## src/rtl/decim_ctrl.sv

```systemverilog
// Decimation sequencer: word-rate clock, comb tick, integrator flush/settle control
// and a valid/ready word event with sticky overrun, all on the modulator clock.
module decim_ctrl #(
    parameter int MAX_DEC_LOG2 = 8,
    parameter int SETTLE_WORDS = 4
) (
    input  logic       mclkin,
    input  logic       rst,
    input  logic       enable,
    input  logic [3:0] dec_log2,
    input  logic       cfg_load,
    output logic       word_clk,
    output logic       comb_en,
    output logic       dump,
    output logic       out_valid,
    input  logic       out_ready,
    output logic       overrun,
    output logic [1:0] state,
    output logic [3:0] cur_log2
);
    localparam int CNT_W = MAX_DEC_LOG2 + 1;
    localparam int SET_W = (SETTLE_WORDS < 2) ? 1 : $clog2(SETTLE_WORDS);
    localparam logic [SET_W-1:0] SETTLE_LAST = SET_W'((SETTLE_WORDS > 0) ? SETTLE_WORDS - 1 : 0);
    localparam logic [3:0] MAX_RATE = 4'(MAX_DEC_LOG2);

    typedef enum logic [1:0] {
        IDLE   = 2'd0,
        FLUSH  = 2'd1,
        SETTLE = 2'd2,
        RUN    = 2'd3
    } state_t;

    state_t           st;
    logic [CNT_W-1:0] cnt;
    logic [CNT_W-1:0] last_cnt;
    logic [CNT_W-1:0] half_cnt;
    logic [3:0]       pend_log2;
    logic             pend_flag;
    logic [SET_W-1:0] settle_cnt;
    logic             at_last;
    logic             at_half;
    logic             tick;
    logic             word_out;

    function automatic logic [3:0] clamp_rate(input logic [3:0] r);
        if (r == 4'd0)
            return 4'd1;
        if (r > MAX_RATE)
            return MAX_RATE;
        return r;
    endfunction

    assign last_cnt = CNT_W'((32'd1 << cur_log2) - 32'd1);
    assign half_cnt = CNT_W'((32'd1 << (cur_log2 - 4'd1)) - 32'd1);
    assign at_last  = (cnt == last_cnt);
    assign at_half  = (cnt == half_cnt);
    // The tick is decided at the wrap edge, so comb_en and out_valid rise together.
    assign tick     = at_last && (st == SETTLE || st == RUN);
    assign word_out = tick && (st == RUN);
    assign state    = st;

    always_ff @(posedge mclkin) begin
        if (rst) begin
            st         <= IDLE;
            cnt        <= '0;
            word_clk   <= 1'b0;
            comb_en    <= 1'b0;
            dump       <= 1'b0;
            out_valid  <= 1'b0;
            overrun    <= 1'b0;
            cur_log2   <= MAX_RATE;
            pend_log2  <= MAX_RATE;
            pend_flag  <= 1'b0;
            settle_cnt <= '0;
        end else begin
            comb_en <= 1'b0;
            if (cfg_load) begin
                pend_log2 <= clamp_rate(dec_log2);
                overrun   <= 1'b0;
            end

            if (!enable || st == IDLE) begin
                if (cfg_load)
                    cur_log2 <= clamp_rate(dec_log2);
                cnt        <= '0;
                word_clk   <= 1'b0;
                out_valid  <= 1'b0;
                pend_flag  <= 1'b0;
                settle_cnt <= '0;
                st         <= enable ? FLUSH : IDLE;
                dump       <= enable;
            end else begin
                cnt     <= at_last ? '0 : cnt + 1'b1;
                comb_en <= tick;
                if (at_last)
                    word_clk <= 1'b0;
                else if (at_half)
                    word_clk <= 1'b1;

                // A new word while the previous one is still unaccepted is lost.
                if (word_out) begin
                    out_valid <= 1'b1;
                    if (out_valid && !out_ready)
                        overrun <= 1'b1;
                end else if (out_valid && out_ready) begin
                    out_valid <= 1'b0;
                end

                if (at_last) begin
                    if (pend_flag) begin
                        cur_log2   <= pend_log2;
                        st         <= FLUSH;
                        dump       <= 1'b1;
                        pend_flag  <= 1'b0;
                        settle_cnt <= '0;
                    end else if (st == FLUSH) begin
                        dump       <= 1'b0;
                        settle_cnt <= '0;
                        st         <= (SETTLE_WORDS == 0) ? RUN : SETTLE;
                    end else if (st == SETTLE) begin
                        if (settle_cnt == SETTLE_LAST)
                            st <= RUN;
                        else
                            settle_cnt <= settle_cnt + 1'b1;
                    end
                end

                if (cfg_load)
                    pend_flag <= 1'b1;
            end
        end
    end
endmodule

```

## config.mk

```make
export PLATFORM = sky130hd
export DESIGN_NAME = decim_ctrl
export DESIGN_NICKNAME = d
export VERILOG_FILES = /design/src/rtl/decim_ctrl.sv
export SDC_FILE = /design/constraint.sdc
export NUM_CORES = 1
export LEC_CHECK = 0
export CORE_ASPECT_RATIO = 2
export CORE_MARGIN = 1.5
export CORE_UTILIZATION = 39
export CTS_CLUSTER_SIZE = 40
export DETAILED_ROUTE_END_ITERATION = 10
export PLACE_DENSITY = 0.71
export SETUP_SLACK_MARGIN = 0.1
export SLEW_MARGIN = 10
export SYNTH_ARGS = -nofsm -noshare
export SYNTH_HDL_FRONTEND = slang
export SYNTH_SLANG_ARGS = --single-unit
```

## constraint.sdc

```tcl
create_clock -name mclkin -period 2.5 [get_ports mclkin]
set_input_delay 0.5 -clock mclkin [delete_from_list [all_inputs] [get_ports mclkin]]
set_output_delay 0.5 -clock mclkin [all_outputs]
set_load 0.005 [all_outputs]
```

# [Word level (Yosys, flattened, before mapping)]
# Index checks and enable logic that the tools add are counted.
# W data, S select, Z words.
[totals] reg_bits=27 latch_bits=0 mem_bits_rw=0 romBits=0 out_inout_bits=11 word_cells=97 memories=0
[op_classes] add_sub_neg=5 n_mul=0 div_mod_pow=0 magnitude_cmp=1 n_eq_ne=8 shift=2 muxes=46 bitwise=0 n_reduce_logical=24
[ops] cell="$mux W4" count=10
[ops] cell="$mux W1" count=26
[ops] cell="$mux W2" count=10
[ops] cell="$eq A9 B9 Y1" count=2
[ops] cell="$shl A1 B4 Y9 const A" count=2
[ops] cell="$sub A9 B1 Y9 const B" count=2
[ops] cell="$add A9 B1 Y9 const B" count=1
[ops] cell="$reduce_and A3 Y1" count=3
[ops] cell="$reduce_bool A2 Y1" count=4
[ops] cell="$reduce_bool A4 Y1" count=2
[ops] cell="$eq A2 B2 Y1 const B" count=3
[ops] cell="$reduce_bool A3 Y1" count=2
[ops] cell="$gt A4 B4 Y1 const B" count=1
[ops] cell="$logic_and A1 B1 Y1" count=4
[ops] cell="$logic_not A4 Y1" count=1
[ops] cell="$sub A4 B1 Y4 const B" count=1
[ops] cell="$ne A3 B3 Y1 const B" count=1
[ops] cell="$reduce_or A3 Y1" count=1
[ops] cell="$add A2 B1 Y2 const B" count=1
[ops] cell="$eq A2 B1 Y1 const B" count=1
[ops] cell="$logic_not A1 Y1" count=2
[ops] cell="$logic_not A2 Y1" count=1
[ops] cell="$logic_or A1 B1 Y1" count=2
[ops] cell="$ne A2 B2 Y1 const B" count=1
[ops] cell="other kinds (2)" count=2

# [Logic depth before layout (Yosys ltp)]
# Gate-level depths: netlist of run 1.
[depth] ltp_word=13 depth_mapped=13 depth_no_buf=9

# [Least setup slack after synthesis of run 1]
# No wires, ideal clock.
[synth_path] path_kind="reg2reg" from="register cur_log2[3]" to="register dump" setup_ns=0.120 arrival_ns=2.641 setup_slack_ns=-0.261 stages_incl_launch_ff=14 path_buffers=4 synth_period_minus_slack_ns=2.761 path_cell_list="dfxtp_1 -> buf_6 -> buf_2 -> inv_1 -> nand3_1 -> ha_1 -> buf_6 -> nor3_2 -> or2_0 -> a221o_1 -> nor4_4 -> buf_6 -> a31oi_1 -> o31a_1"
[synth_between] elab_chain_len=5
[synth_rtl] element="from (decl)" line_no="19" rtl="output logic [3:0] cur_log2"
[synth_rtl] element="from (signal assigned)" line_no="84" rtl="cur_log2 <= clamp_rate(dec_log2);"
[synth_rtl] element="from (signal assigned)" line_no="111" rtl="cur_log2 <= pend_log2;"
[synth_rtl] element="$shl A1 B4 Y9" line_no="53" rtl="assign last_cnt = CNT_W'((32'd1 << cur_log2) - 32'd1);"
[synth_rtl] element="$sub A9 B1 Y9" line_no="53"
[synth_rtl] element="$eq A9 B9 Y1" line_no="55" rtl="assign at_last = (cnt == last_cnt);"
[synth_rtl] element="$reduce_bool A2 Y1 (no source line)"
[synth_rtl] element="$reduce_and A2 Y1 (no source line)"
[synth_rtl] element="to (signal assigned)" line_no="91" rtl="dump <= enable;"
[synth_rtl] element="to (decl)" line_no="14" rtl="output logic dump,"
# Every way passes these cells.
# A chain may end at the register's enable or synchronous reset.

# [Final worst setup path of run 1]
[layout_path] from="register cur_log2[1]" to="register cur_log2[2]"
[layout_between] elab_chain_len=5
[layout_rtl] element="$shl A1 B4 Y9" line_no="53"
[layout_rtl] element="$sub A9 B1 Y9" line_no="53"
[layout_rtl] element="$eq A9 B9 Y1" line_no="55"
[layout_rtl] element="$reduce_bool A2 Y1 (no source line)"
[layout_rtl] element="$reduce_and A3 Y1 (no source line)"
# Every way passes these cells.

==> results by stage, run 1 <==
Cells and area:
- The number of antenna diodes in the final layout is 0.
- The finished cells cover 0.002623 mm².
- The post-route netlist has 23.08% of its cells at a drive strength greater than 1.
- Relative to the synthesized area, the layout overhead comes to 24.76%.
- The layout has 486 filler cells.
- The final core utilization is 50.58%.
- At the end of the flow, the number of nets in the layout was 304.

Drt:
- The routed via count divided by cell count is 5.988.
- The routed layout has 2060 vias.
- The pre-antenna-repair detailed-routing pass consisted of 4 iterations.
- The average detailed-routed wire length per instance is 16.82 µm.
- The number of DRC violations after detailed routing is 0.
- The detailed router's first-iteration violation count is 34.
- The final layout contains routed wiring with a total length of 5.786 mm.
- The final antenna-violating net count is 0.

Global route:
- Entering global routing, the biggest net connects 19 pins.
- Summed over all layers, the global routing overflow is 0.
- The via count of the first global-routing pass came to 2018.
- For this run, the total global-route usage over all layers was measured as 21.33%.
- The first global-routing pass estimated 9.232 mm of wire.
- The initial antenna violation count is 0.

Synth:
- The count of flip-flops with a built-in enable after synthesis is 0.
- The leading register cell type out of synthesis is dfxtp_1.
- The gate count of the mapped netlist is 263.
- Synthesis inferred 27 register bits.
- After synthesis, the most frequently instantiated cells are 27 x dfxtp_1, 21 x nand2_1, 20 x nor2_1.
- Yosys printed 0 warnings.
- The leading area contributor after synthesis is dfxtp_1.
- The number of library cell types mapped by synthesis is 63.
- The netlist area before placement is 0.002102 mm².
- The share of the Yosys chip area taken by registers is 25.71%.
- The mean post-synth cell area is 7.992 µm².
- Sorting the synthesized cells by area gives the leading types as dfxtp_1 26%, ha_1 4.8%, nand2_1 3.8%, xnor2_1 3.8%, xor2_1 3.8%.
- After synthesis, the largest area contributor takes up 25.71% of total cell area.
- The net count of the mapped netlist is 280.
- The most common cell in the synthesized netlist is dfxtp_1.
- Of all flip-flops after synthesis, the portion carrying an async set or reset was 0%.

Clock network:
- The root buffer cell chosen for the clock tree is clkbuf_8.
- The CTS tree is done.
- In this run, CTS created clock tree buffers numbering 3.
- In this run the number of H-tree levels came out at 1.
- At the later pin of the worst-skew pair, clock insertion delay measures 0.28 ns.
- The sink count of the clock tree is 27.
- The clock slew at the register clock pins of the worst setup and hold paths is 0.10 ns.
- The maximum number of buffers from clock root to sink is 2.

Timing:
- The setup skew after layout is 0.004391 ns.
- Setup repair after global routing could not meet its margin everywhere.
- The portion of the clock cycle consumed by the worst path in the final layout is 100.9%.
- The total count of max-transition violations in the final report was 0.
- The summed negative setup slack over all endpoints is -0.04319 ns.
- The worst path in the final design needs a cycle of 2.524 ns, including I/O delays and setup.
- The worst-case setup margin in the final layout is -0.02372 ns.
- The timing-limited maximum frequency is 396.2 MHz.
- The hold violation total from the final report is 0.
- The number of failing setup endpoints in the final timing report is 3.
- The relative slew slack is 59.35%.
- The transition time of the tightest slew-check pin is 0.6097 ns.

Die:
- The core box area is 0.005185 mm².
- Pin placement for this block handled 20 I/O pins.
- For this configuration, the core starts out at a cell density of 40.54%.
- The die covers 0.005866 mm².
- From bottom edge to top edge, the die measures 106.8 µm.
- The overall die width is 54.91 µm.
- The number of cell rows is 37.

Run status:
- The run finished, with violations left.
- The checks that failed: setup timing.

Hold path:
- For hold timing, the worst endpoint is cur_log2[0].
- In this run the most critical hold path is launched from pend_log2[0].
- The min-delay analysis places its worst path in the category register to register.
- The worst hold path was traced through 2 stages.

Run:
- Max-cap violations in this run came to 0.

Critical path:
- The capturing point of the worst reg2reg path is cur_log2[2].
- The highest fanout seen on the critical path is 8.
- For the worst setup path, the data required time is 2.68 ns.
- The worst setup path is captured at a register.
- The number of cells on the worst reg-to-reg path is 12.
- The worst setup path is launched from a register.
- The type of the worst setup path is register to register.
- The worst register-to-register path begins at cur_log2[1].
- The setup check on the worst reg-to-reg path leaves a slack of -0.02 ns.
- Data on the critical path arrives at its endpoint at 2.70 ns.

Power:
- The largest voltage drop on the vdd net is 0.4621 mV.
- For this design the ratio of total power to cell area is 390.4 mW/mm².
- Summed over all cells, the static leakage comes to 0.9595 nW.

Placement:
- Port buffering added 19 buffers.
- The placer's final routability congestion estimate is 0.9920.
- The wire-length estimate of the detail-placed layout is 4.275 mm.
- Once placement finished, the instance area stood at 0.002400 mm².
[through the flow]
stage / hold slack, ns / total power, mW / instances / worst slack, ns
2_1_floorplan: 0.4274 / 0.6509 / 263 / 0.08513
3_3_place_gp: 0.4467 / 0.7258 / 333 / 0.1110
3_5_place_dp: 0.4547 / 0.7285 / 333 / 0.07579
4_1_cts: 0.4678 / 1.013 / 343 / 0.07370
5_1_grt: 0.4894 / 1.066 / 344 / -0.09068
6_report: 0.4643 / 1.024 / 344 / -0.02372
[repair_timing]
action / CTS / global route
endpoints found under the setup margin: 10 / 23
hold buffers: 0 / 0
pin swaps: 6 / 6
gates cloned: 0 / 0
setup buffers: 6 / 1
gates resized for setup: 13 / 15
[flip-flops by register name (all words and copies together), names as in the netlist]
| register | flops |
|---|---|
| pend_flag | 1 |
| dump | 1 |
| word_clk | 1 |
| cur_log2 | 4 |
| comb_en | 1 |
| pend_log2 | 4 |
| cnt | 9 |
| settle_cnt | 2 |
| state | 2 |
| overrun | 1 |
| out_valid | 1 |
[area by class of cell]
cell class | instances | area [µm²] | share of cell area [%]
clock buffer | 3 | 41.29 | 1.574
clock inverter | 1 | 6.256 | 0.2385
inverter | 9 | 38.79 | 1.479
multi-input combinational | 202 | 1485 | 56.63
sequential | 27 | 555.5 | 21.18
tap | 58 | 72.57 | 2.767
timing repair buffer | 44 | 422.9 | 16.13
[how the worst max path moves through the flow]
stage	start	endpoint	slack [ns]	cells past startpoint
after floorplan	cur_log2[3]	dump	0.09	12
after global placement	cur_log2[0]	cur_log2[3]	0.11	10
after detailed placement	cur_log2[2]	word_clk	0.08	10
after CTS	cur_log2[1]	cur_log2[3]	0.07	11
after global routing	cur_log2[1]	cur_log2[3]	-0.09	11
final	cur_log2[1]	cur_log2[2]	-0.02	12
[worst max-delay path, cell delays in order, from the launching register on]
cell	delay [ns]
dfxtp_4	0.38
nor2_4	0.15
nand3_2	0.11
ha_4	0.20
buf_12	0.12
nor3_4	0.15
o21bai_1	0.10
a221o_1	0.35
nor4_4	0.32
buf_12	0.17
buf_8	0.12
nand4_1	0.10
o311a_1	0.15
[cell usage in the layout, fill, tap and decap left out, types with 3 or more instances in the layout]
master            n
dfxtp_1          23
buf_4            21
nand2_1          20
clkdlybuf4s50_1  19
nor2_1           18
nor3_1           12
a21oi_1          12
xnor2_1           9
xor2_1            8
nand3_1           8
o21ai_0           8
inv_1             7
ha_1              6
a31oi_1           5
nand3_2           4
o21bai_1          4
o211ai_1          4
or3_1             4
nor2b_1           4
nand2b_1          4
dfxtp_4           4
nor2_4            3
and3_2            3
o21ai_1           3
o21a_1            3
and2_1            3
nand4_1           3
clkbuf_8          3
buf_12            3
[layer usage]
layer  wire, µm  global-route usage, %  share of wire [%]  vias up
met3        173                  1.532                3.0       25
li1           -                      -                  -      987
met2       3129                  37.59                 54       59
met1       2052                  21.73                 35      989
met5          0                      0                  0        -
met4        431                  15.33                7.4        0
[power breakdown]
part	switching [mW]	internal (mW)	total, mW
combinational	0.158	0.143	0.301
clock	0.150	0.115	0.265
sequential	0.0178	0.440	0.458
total	0.326	0.698	1.02
[cell families after synthesis]
group	count (synthesis)	share of synthesized area (%)
mux	2	0.9524
flops	27	25.71
xor+xnor	18	7.500
buf+inv	34	9.583
compound gates	67	23.04
simple gates	107	28.45
fa+ha+maj	8	4.762
No activity file was read; power rests on OpenSTA's default activity.
==> run 2: changes to the inputs <==
--- a/config.mk
+++ b/config.mk
@@ -5,10 +5,10 @@
 export SDC_FILE = /design/constraint.sdc
 export NUM_CORES = 1
 export LEC_CHECK = 0
+export ABC_AREA = 0
 export CORE_ASPECT_RATIO = 2
 export CORE_MARGIN = 1.5
 export CORE_UTILIZATION = 39
-export CTS_CLUSTER_SIZE = 40
 export DETAILED_ROUTE_END_ITERATION = 10
 export PLACE_DENSITY = 0.71
 export SETUP_SLACK_MARGIN = 0.1
==> results of run 2 <==
The final DEF is identical to that of run 1; final timing and power are the same.
==> run 3: changes to the inputs <==
--- a/config.mk
+++ b/config.mk
@@ -5,11 +5,11 @@
 export SDC_FILE = /design/constraint.sdc
 export NUM_CORES = 1
 export LEC_CHECK = 0
-export ABC_AREA = 0
 export CORE_ASPECT_RATIO = 2
 export CORE_MARGIN = 1.5
 export CORE_UTILIZATION = 39
 export DETAILED_ROUTE_END_ITERATION = 10
+export MAX_ROUTING_LAYER = met4
 export PLACE_DENSITY = 0.71
 export SETUP_SLACK_MARGIN = 0.1
 export SLEW_MARGIN = 10
==> constraint.sdc (replaced) <==
create_clock -name mclkin -period 2.5 [get_ports mclkin]
set_input_delay 0.5 -clock mclkin [delete_from_list [all_inputs] [get_ports mclkin]]
set_output_delay 0.5 -clock mclkin [all_outputs]
set_load 0.01 [all_outputs]
==> results by stage, run 3 (synthesis gave the netlist of run 1 again) <==
Die:
- The total I/O pin count is 20.
- For this configuration, the core starts out at a cell density of 40.54%.
- The die covers 0.005866 mm².
- Measured along the x axis, the die boundary spans 54.91 µm.
- The core box area is 0.005185 mm².
- The height of the die is 106.8 µm.
- The number of cell rows is 37.

Global route:
- The via count of the first global-routing pass is 1931.
- The initial antenna violation count is 0.
- The global-route wire length before repair is 9.011 mm.
- Entering global routing, the biggest net connects 19 pins.
- The global-route usage over all layers is 21.17%.
- After global routing the overflow that remains totals 0.

Drt:
- The highest metal layer with signal wires is met4.
- The total met3 wirelength after detailed routing is 186 µm.
- For this block, the initial DRC count from the detailed router was 76.
- The routed via count divided by cell count is 5.919.
- The wire length on met1 is 2.059 mm.
- The routed layout has 2042 vias.
- The number of DRC violations after detailed routing is 0.
- Detailed routing placed a total of 3.193 mm of wire on met2.
- For this run, the detailed router's first-pass iteration total came to 4.
- After detailed routing, the total wire length is 5.861 mm.
- The detail route stage leaves a number of antenna-violating nets equal to 0.
- After detailed routing, the average wire length per cell comes to 16.99 µm.

Clock network:
- The clock tree root buffer cell is clkbuf_8.
- The clock slew at the register clock pins of the worst setup and hold paths is 0.10 ns.
- Clock tree synthesis found a total of 27 sinks.
- The total number of H-tree levels is 1.
- The number of CTS-inserted buffers is 3.
- TritonCTS built the clock tree.
- In this run the deepest clock path goes through 2 buffers.
- The clock reaches the later pin of the worst-skew pair after 0.29 ns.

Critical path:
- At the worst endpoint, the required time is 2.66 ns.
- Walking the worst path, the cells encountered are nor2_4 -> nand3_2 -> ha_4 -> and2_4 -> or2_0 -> a221o_1 -> nor4_4 -> buf_4 -> clkbuf_16 -> and3_4 -> o32ai_1.
- The category of the worst setup path launch point is a register.
- The capturing element type of the critical path is a register.
- At the worst endpoint, the arrival time is 2.60 ns.
- The cell with the largest stage delay on the worst path is dfxtp_4.
- The worst setup path is of the register to register kind.
- The largest incremental delay on the critical path is 0.40 ns.
- The highest fanout seen on the critical path is 7.

Cells and area:
- The antenna cell count is 0.
- In the final layout, the share of cells above drive strength 1 is 22.65%.
- The library cell used most frequently in the layout, excluding fill and tap cells, is dfxtp_1.
- cnt holds more flip-flops than any other register.
- For this run, the post-layout net count is 305.
- The number of flip-flops under the largest register name is 9.
- The count of cells in the finished layout, fillers not included, comes to 345.
- The layout has 497 filler cells.
- The largest registers in the layout are cnt (9), cur_log2 (4), pend_log2 (4).
- The area added between synthesis and finish is 24.82%.
- In the layout the commonest cells are 23 x dfxtp_1, 22 x buf_4, 21 x nand2_1.
- Once layout is done, the placed cells without fillers occupy 0.002624 mm².
- The final core utilization is 50.60%.

Power:
- The switching part of the total power is 32.13%.
- The completed layout was analyzed and its total power is 1.022 mW.
- Per report_power, the combinational group accounts for 28.7% of the total.
- The analysis attributes to cell leakage a power of 0.9519 nW.
- The portion of total power attributed to the clock network is 26.2%.
- The switching power is 0.3282 mW.
- The total internal power is 0.6933 mW.
- The power per unit of standard cell area is 389.4 mW/mm².
- The sequential cell fraction of total power is 45.1%.
- The largest voltage drop on the vdd net is 0.4066 mV.

Timing:
- The hold violation total from the final report is 0.
- After routing, the total negative slack on setup checks comes to 0 ns.
- The smallest clock period supported by the final layout is computed as 2.442 ns.
- At the pin with the least slew margin, the transition time is 0.6112 ns.
- Setup repair after global routing could not meet its margin everywhere.
- The setup skew after layout is 0.006145 ns.
- The worst path uses 97.70% of the clock period.
- The number of failing setup endpoints in the final timing report is 0.
- The total count of max-transition violations in the final report was 0.
- Across all setup checks in the final design, the least slack found is 0.05752 ns.
- The tightest hold path in the finished design has a slack of 0.4724 ns.
- The worst pin sits at a relative slew slack of 59.26%.
- Static timing analysis puts the maximum clock frequency at 409.4 MHz.

Run status:
- The run finished with clean final reports.

Placement:
- The placer's final routability congestion estimate is 0.9178.
- Once placement finished, the instance area stood at 0.002397 mm².
- The final HPWL from detailed placement is 4.210 mm.
- Timing analysis after detailed placement gives a worst setup slack of 0.04520 ns.
- Buffers placed on the I/O ports in this run total 19.
- The cell total after placement is 334.

Hold path:
- The worst hold path belongs to the class register to register.

Run:
- The count of maximum capacitance violations is 0.
==> run 3: cell count changes in the layout (fill, tap and decap cells not counted), sizes merged <==
cell,delta
buf,-1
clkbuf,+1
and2,+1
==> run 3: critical path, delay by kind of cell, from the launching register on <==
| kind | cells | cell delay, ns |
|---|---|---|
| buffers and inverters | 2 | 0.33 |
| and+or+nand+nor | 6 | 0.97 |
| adders and majority gates | 1 | 0.21 |
| DFF | 1 | 0.40 |
| AOI/OAI and AO/OA | 2 | 0.41 |
==> run 3: what timing repair did <==
item / 4_1_cts / 5_1_grt
setup endpoints to repair: 16 / 22
pin swaps: 0 / 6
gates cloned: 0 / 2
hold buffers: 0 / 0
setup buffers: 1 / 4
hold endpoints to repair: 0 / 0
gates resized for setup: 2 / 21
==> run 3: layout make-up <==
type                    count  area (µm²)  area share, %
clock inverters             1       6.256         0.2384
repair buffers             44       411.6          15.69
inverters                   9       38.79          1.478
flip-flops and latches     27       550.5          20.98
multi-input cells         203        1503          57.27
well taps                  58       72.57          2.766
clock buffers               3       41.29          1.574
==> run 3: power by group through the flow <==
stage               Clock [mW]  Combinational (mW)  Sequential (mW)
floorplan                    0               0.188            0.465
global placement             0               0.254            0.469
detailed placement           0               0.257            0.469
CTS                      0.270               0.263            0.460
global route             0.282               0.318            0.464
finish                   0.267               0.293            0.461
==> run 3: per-layer routing <==
layer	global-route usage [%]	vias to the layer above
met5	-	-
met2	35.97	74
met4	14.46	0
met1	22.01	949
li1	-	994
met3	0.9749	25
==> run 3: final timing paths <==
kind         slack (ns)  depth (start not counted)      endpoint         start
min reg2reg        0.47                          2  pend_log2[2]  pend_log2[2]
max                0.06                         11      state[0]   cur_log2[2]
max reg2reg        0.06                         11      state[0]   cur_log2[2]
min                0.47                          2  pend_log2[2]  pend_log2[2]
